===== src/rtl/qr_result_serializer_pkg.sv =====
// qr_result_serializer_pkg: shared record layout, field offsets and FSM encodings
package qr_result_serializer_pkg;
    localparam int REC_W    = 480;
    localparam int YHAT_W   = 160;
    localparam int R_W      = 320;
    localparam int YHAT_LSB = 0;
    localparam int R_LSB    = YHAT_LSB + YHAT_W;
    localparam int LAST_BIT = REC_W;
    typedef struct packed {
        logic              last;
        logic [R_W-1:0]    r;
        logic [YHAT_W-1:0] y_hat;
    } rec_t;
    typedef enum logic {S_IDLE = 1'b0, S_SEND = 1'b1} state_t;
endpackage


===== src/rtl/qr_rec_fifo.sv =====
// qr_rec_fifo: DEPTH x record register FIFO; a push while full succeeds only alongside a pop
module qr_rec_fifo
    import qr_result_serializer_pkg::*;
#(
    parameter int DEPTH = 2
) (
    input  logic i_clk,
    input  logic i_rst,
    input  logic push,
    input  logic pop,
    input  rec_t din,
    output logic full,
    output logic empty,
    output logic two,
    output rec_t head,
    output rec_t nxt
);
    localparam int AW = $clog2(DEPTH);
    logic [AW:0]   wr_ptr, rd_ptr, cnt;
    logic [AW-1:0] ra, ra1;
    logic          wr_en;
    rec_t          mem [DEPTH];
    assign cnt   = wr_ptr - rd_ptr;
    assign empty = cnt == '0;
    assign full  = (wr_ptr[AW] != rd_ptr[AW]) && (wr_ptr[AW-1:0] == rd_ptr[AW-1:0]);
    assign two   = cnt > (AW+1)'(1);
    assign wr_en = push & (~full | pop);
    assign ra    = rd_ptr[AW-1:0];
    assign ra1   = ra + 1'b1;
    assign head  = mem[ra];
    assign nxt   = mem[ra1];
    always_ff @(posedge i_clk or posedge i_rst) begin
        if (i_rst) begin
            wr_ptr <= '0;
            rd_ptr <= '0;
        end else begin
            if (wr_en) wr_ptr <= wr_ptr + 1'b1;
            if (pop & ~empty) rd_ptr <= rd_ptr + 1'b1;
        end
    end
    always_ff @(posedge i_clk) begin
        if (wr_en) mem[wr_ptr[AW-1:0]] <= din;
    end
endmodule


===== src/rtl/qr_result_serializer.sv =====
// qr_result_serializer: buffers QR result records and streams them as OUT_W words with markers
module qr_result_serializer
    import qr_result_serializer_pkg::*;
#(
    parameter int DEPTH = 2,
    parameter int OUT_W = 32
) (
    input  logic             i_clk,
    input  logic             i_rst,
    input  logic             i_rd_vld,
    input  logic             i_last_data,
    input  logic [159:0]     i_y_hat,
    input  logic [319:0]     i_r,
    output logic             o_valid,
    input  logic             i_ready,
    output logic [OUT_W-1:0] o_data,
    output logic             o_sor,
    output logic             o_eor,
    output logic             o_eof,
    output logic             o_overflow,
    output logic [3:0]       o_rec_idx
);
    localparam int WPR = REC_W / OUT_W;
    localparam int KW  = $clog2(WPR);
    localparam logic [KW-1:0] K_LAST = KW'(WPR - 1);
    state_t                     state, state_nxt;
    logic [KW-1:0]              k, k_nxt;
    logic [REC_W:0]             rec_bits;
    rec_t                       head, nxt, hd_nxt;
    logic [WPR-1:0][OUT_W-1:0]  words;
    logic                       full, empty, two, hs, pop, valid_nxt;
    always_comb begin
        rec_bits                       = '0;
        rec_bits[YHAT_LSB +: YHAT_W]   = i_y_hat;
        rec_bits[R_LSB +: R_W]         = i_r;
        rec_bits[LAST_BIT]             = i_last_data;
    end
    assign hs  = o_valid & i_ready;
    assign pop = hs & (k == K_LAST);
    qr_rec_fifo #(.DEPTH(DEPTH)) u_fifo (
        .i_clk (i_clk),
        .i_rst (i_rst),
        .push  (i_rd_vld),
        .pop   (pop),
        .din   (rec_t'(rec_bits)),
        .full  (full),
        .empty (empty),
        .two   (two),
        .head  (head),
        .nxt   (nxt)
    );
    // the word after a pop comes from the second entry so back-to-back records have no bubble
    always_comb begin
        state_nxt = state;
        k_nxt     = k;
        hd_nxt    = head;
        if (state == S_IDLE) begin
            state_nxt = empty ? S_IDLE : S_SEND;
            k_nxt     = '0;
        end else if (pop) begin
            state_nxt = two ? S_SEND : S_IDLE;
            k_nxt     = '0;
            hd_nxt    = nxt;
        end else if (hs) begin
            k_nxt = k + 1'b1;
        end
        valid_nxt = state_nxt == S_SEND;
        words     = hd_nxt[REC_W-1:0];
    end
    always_ff @(posedge i_clk or posedge i_rst) begin
        if (i_rst) begin
            state      <= S_IDLE;
            k          <= '0;
            o_valid    <= 1'b0;
            o_data     <= '0;
            o_sor      <= 1'b0;
            o_eor      <= 1'b0;
            o_eof      <= 1'b0;
            o_overflow <= 1'b0;
            o_rec_idx  <= '0;
        end else begin
            state      <= state_nxt;
            k          <= k_nxt;
            o_valid    <= valid_nxt;
            o_data     <= valid_nxt ? words[k_nxt] : '0;
            o_sor      <= valid_nxt & (k_nxt == '0);
            o_eor      <= valid_nxt & (k_nxt == K_LAST);
            o_eof      <= valid_nxt & (k_nxt == K_LAST) & hd_nxt.last;
            o_overflow <= o_overflow | (i_rd_vld & full & ~pop);
            o_rec_idx  <= pop ? (head.last ? 4'd0 : o_rec_idx + 4'd1) : o_rec_idx;
        end
    end
endmodule


===== config.mk =====
export PLATFORM = sky130hd
export DESIGN_NAME = qr_result_serializer
export DESIGN_NICKNAME = d
export VERILOG_FILES = /design/src/rtl/qr_result_serializer_pkg.sv /design/src/rtl/qr_rec_fifo.sv /design/src/rtl/qr_result_serializer.sv
export SDC_FILE = /design/constraint.sdc
export NUM_CORES = 1
export LEC_CHECK = 0
export BUFFER_PORTS_ARGS = -buffer_cell sky130_fd_sc_hd__clkbuf_2
export CAP_MARGIN = 10
export CORE_MARGIN = 8
export CORE_UTILIZATION = 40
export CTS_BUF_LIST = sky130_fd_sc_hd__clkbuf_16
export DETAILED_ROUTE_END_ITERATION = 10
export SLEW_MARGIN = 40
export SYNTH_ARGS = -nofsm -noshare
export SYNTH_HDL_FRONTEND = slang
export SYNTH_SLANG_ARGS = --single-unit

===== constraint.sdc =====
create_clock -name i_clk -period 27.8 [get_ports i_clk]
set_input_delay 5.56 -clock i_clk [delete_from_list [all_inputs] [get_ports i_clk]]
set_output_delay 5.56 -clock i_clk [all_outputs]
set_load 0.1 [all_outputs]

==> out/qor.yml <==
worst_setup_path:
  critical_path.top_delay_family: "simple AND/OR/NAND/NOR gates"
  critical-path-slowest-cell: "sky130_fd_sc_hd__buf_6"
  critical_path_required_ns: 28.38
  cp.arrival_ns: 8.98
  worst-setup-path-type: "in -> reg"
  crit_path_end_kind: "flop"
  cp.buffers_inverters: 2
  crit_chain: "clkbuf_2 > nand2_2 > or3_4 > nand2_8 > buf_6 > a211oi_1 > or4_1 > a32o_1 > a221oi_1"
  critPathLaunchType: "input pin"
  critPathMaxStageDelay_ns: 0.63
  worst-path-max-fanout: 76
detailed_routing:
  route.detailed.vias_per_inst: 5.56
  wire_per_inst_um: 28.7
  drt-total-wl_mm: 125
  overall_via_count_from_detail_route: 24100
  post-route-drc-count: 0
  drtPass1Iterations: 6
  drt_iter0_markers: 2672
  ant_nets: 0
sta:
  worst_slew_margin: 0.411
  setup_viol: 0
  tightest_slew_ns: 0.884
  count_of_final_hold_check_violations: 0
  clock.fmax_mhz: 119
  grt_setup_unrepaired: "false"
  final.period_utilization: 0.302
  slew_viol_final: 0
  skew_ns: 0.0293
  final_min_period_ns: 8.41
  final_critical_path_setup_slack_ns: 19.39
  setup_total_negative_slack_ns: 0
status:
  status: "finished, final reports clean"
flow_run:
  max_cap_violations: 0
clocking:
  root_buffer: "sky130_fd_sc_hd__clkbuf_16"
  clock_sink_count: 1011
  tritoncts: "built"
  worst_setup_hold_path_clk_slew_ns: 0.06
  cts.htree.levels: 3
  cts_inserted_buffers: 105
  cts_hold_repair.buffers: 0
  clock_latency_ns: 0.68
  post_cts_resized: 0
  post_cts_buffers: 0
  cts_max_path_buffers: 3
cells_and_area:
  layout.cells.most_common: "sky130_fd_sc_hd__edfxtp_1"
  drive_above_1_share: 0.275
  nNetsFinal: 3425
  area_delta_synth_final_pct: 19.2
  mostFrequentLayoutCells: "962 x sky130_fd_sc_hd__edfxtp_1, 525 x sky130_fd_sc_hd__clkbuf_2, 267 x sky130_fd_sc_hd__nand2_1, 182 x sky130_fd_sc_hd__mux2i_1, 128 x sky130_fd_sc_hd__a21oi_1"
synthesis:
  netlist_instances: 2415
  synth_area_per_cell_um2: 16.4
  ys_seq_elements: 1011
  synth_enable_flop_cells: 962
  ys_warn_count: 0
  syn_nets: 2904
  synth_cell_type_count: 71
  async_reset_ff_frac: 0.0485
  mappedNetlistArea_um2: 39600
  yosys_most_used_dff: "sky130_fd_sc_hd__edfxtp_1"
  synth.yosys.seq_area_share: 0.760
floorplan:
  number_of_top_level_design_ports: 526
  chipHeight_um: 331
  initial_utilization: 0.403
  fp.coreArea_um2: 98300
  die_area_um2: 109000
  die-width_um: 331
  num_rows: 115
global_routing:
  grt_overflow_total: 0
  grt_pass1_wl_mm: 174
  first_global_vias: 24400
  gr-usage-all-layers: 0.221
  antenna_found_initial: 45
  grt_start_max_net_pins: 102
placement:
  place.gp.congestion: 0.807
  hpwl_mm: 85.6
  detailedPlace.worstSlack_ns: 18.18
  port-buffer-count: 525
power_and_ir_drop:
  power-per-cell-area_nw_per_um2: 118
  clock_power_share: 0.245
  power_leakage_nw: 17.0
  share_comb_of_total_power: 0.344
  netSwitchingPower_mw: 2.07
  ir_drop_uv: 87.8
  seq_power_share: 0.411
  cellInternalPower_mw: 3.50
  sw_frac_of_total: 0.372
min_path:
  min_path_type: "reg -> reg"
==> cell usage after synthesis (47+ instances only) <==
master / instances / area, um2
sky130_fd_sc_hd__o21ai_0: 50 / 250
sky130_fd_sc_hd__edfxtp_1: 962 / 28900
sky130_fd_sc_hd__nand2_1: 270 / 1010
sky130_fd_sc_hd__mux2_2: 47 / 529
sky130_fd_sc_hd__a31oi_1: 68 / 425
sky130_fd_sc_hd__clkbuf_1: 64 / 240
sky130_fd_sc_hd__dfrtp_1: 49 / 1230
sky130_fd_sc_hd__a211oi_1: 118 / 886
sky130_fd_sc_hd__buf_2: 61 / 305
sky130_fd_sc_hd__mux2i_1: 182 / 1820
sky130_fd_sc_hd__nor2b_1: 58 / 363
sky130_fd_sc_hd__a21oi_1: 129 / 646
==> registers in the layout (all words and copies together) (netlist names) <==
register / count
u_fifo.mem: 962
u_fifo.wr_ptr: 2
o_eor: 1
u_fifo.rd_ptr: 2
o_data: 32
o_eof: 1
k: 4
o_overflow: 1
o_sor: 1
o_rec_idx: 4
state: 1
==> final timing paths <==
kind                                  start               end  slack (ns)  depth (start not counted)
setup / recovery                    i_ready        o_data[30]       19.39                          9
hold / removal             u_fifo.rd_ptr[1]  u_fifo.rd_ptr[1]        0.51                          1
setup reg to reg                       k[0]        o_data[30]       23.64                         11
hold reg to reg            u_fifo.rd_ptr[1]  u_fifo.rd_ptr[1]        0.51                          1
max in group asynchronous             i_rst         o_data[8]       22.27                          3
min in group asynchronous             i_rst             o_sor        5.01                          3
==> stage by stage <==
| stage | hold WS [ns] | util | cells | area (um2) | total power, mW |
|---|---|---|---|---|---|
| final | 0.511 | 0.481 | 4341 | 47200 | 5.58 |
| after global routing | 0.512 | 0.480 | 4322 | 47200 | 5.82 |
| after detailed placement | 0.493 | 0.445 | 4112 | 43700 | 4.24 |
| after floorplan | 0.461 | - | 2415 | 39600 | 3.91 |
| after CTS | 0.505 | 0.479 | 4310 | 47100 | 5.61 |
| after global placement | 0.486 | 0.443 | 4107 | 43500 | 4.19 |
==> per-layer routing <==
| metal | vias to the layer above | wire length (um) | global-route usage |
|---|---|---|---|
| met5 | - | 138 | 0 |
| met4 | 24 | 3740 | 0.0751 |
| met3 | 199 | 10700 | 0.0598 |
| met2 | 1042 | 60400 | 0.362 |
| met1 | 12200 | 49600 | 0.283 |
| li1 | 10600 | - | - |
==> cell families (layout without fill, tap and decap cells) <==
group,after synthesis,count (layout),share of synthesized area
AND/OR/NAND/NOR,453,453,0.0525
flip-flops,1011,1011,0.760
adder cells (fa/ha/maj),4,4,0.00126
multiplexers,264,264,0.0796
other,0,27,0
AO/OA/AOI/OAI,513,513,0.0853
buffers and inverters,164,776,0.0201
XOR/XNOR,6,6,0.00133
==> power by group through the flow <==
stage	Clock, mW	Combinational [mW]	Sequential, mW
after floorplan	0	1.07	2.84
after global placement	0	1.86	2.32
after detailed placement	0	1.91	2.33
after CTS	1.39	1.91	2.30
after global routing	1.45	2.05	2.32
final	1.37	1.92	2.29
==> area by class of cell <==
class / instances / area, um2
diodes: 27 / 67.6
clock buffers: 107 / 2680
clock inverters: 91 / 687
fillers: 8426 / 51000
inverters: 9 / 41.3
multi-input cells: 1240 / 8860
flip-flops and latches: 1011 / 30100
well taps: 1287 / 1610
repair buffers: 569 / 3180
Power figures use the tool's default switching activity.
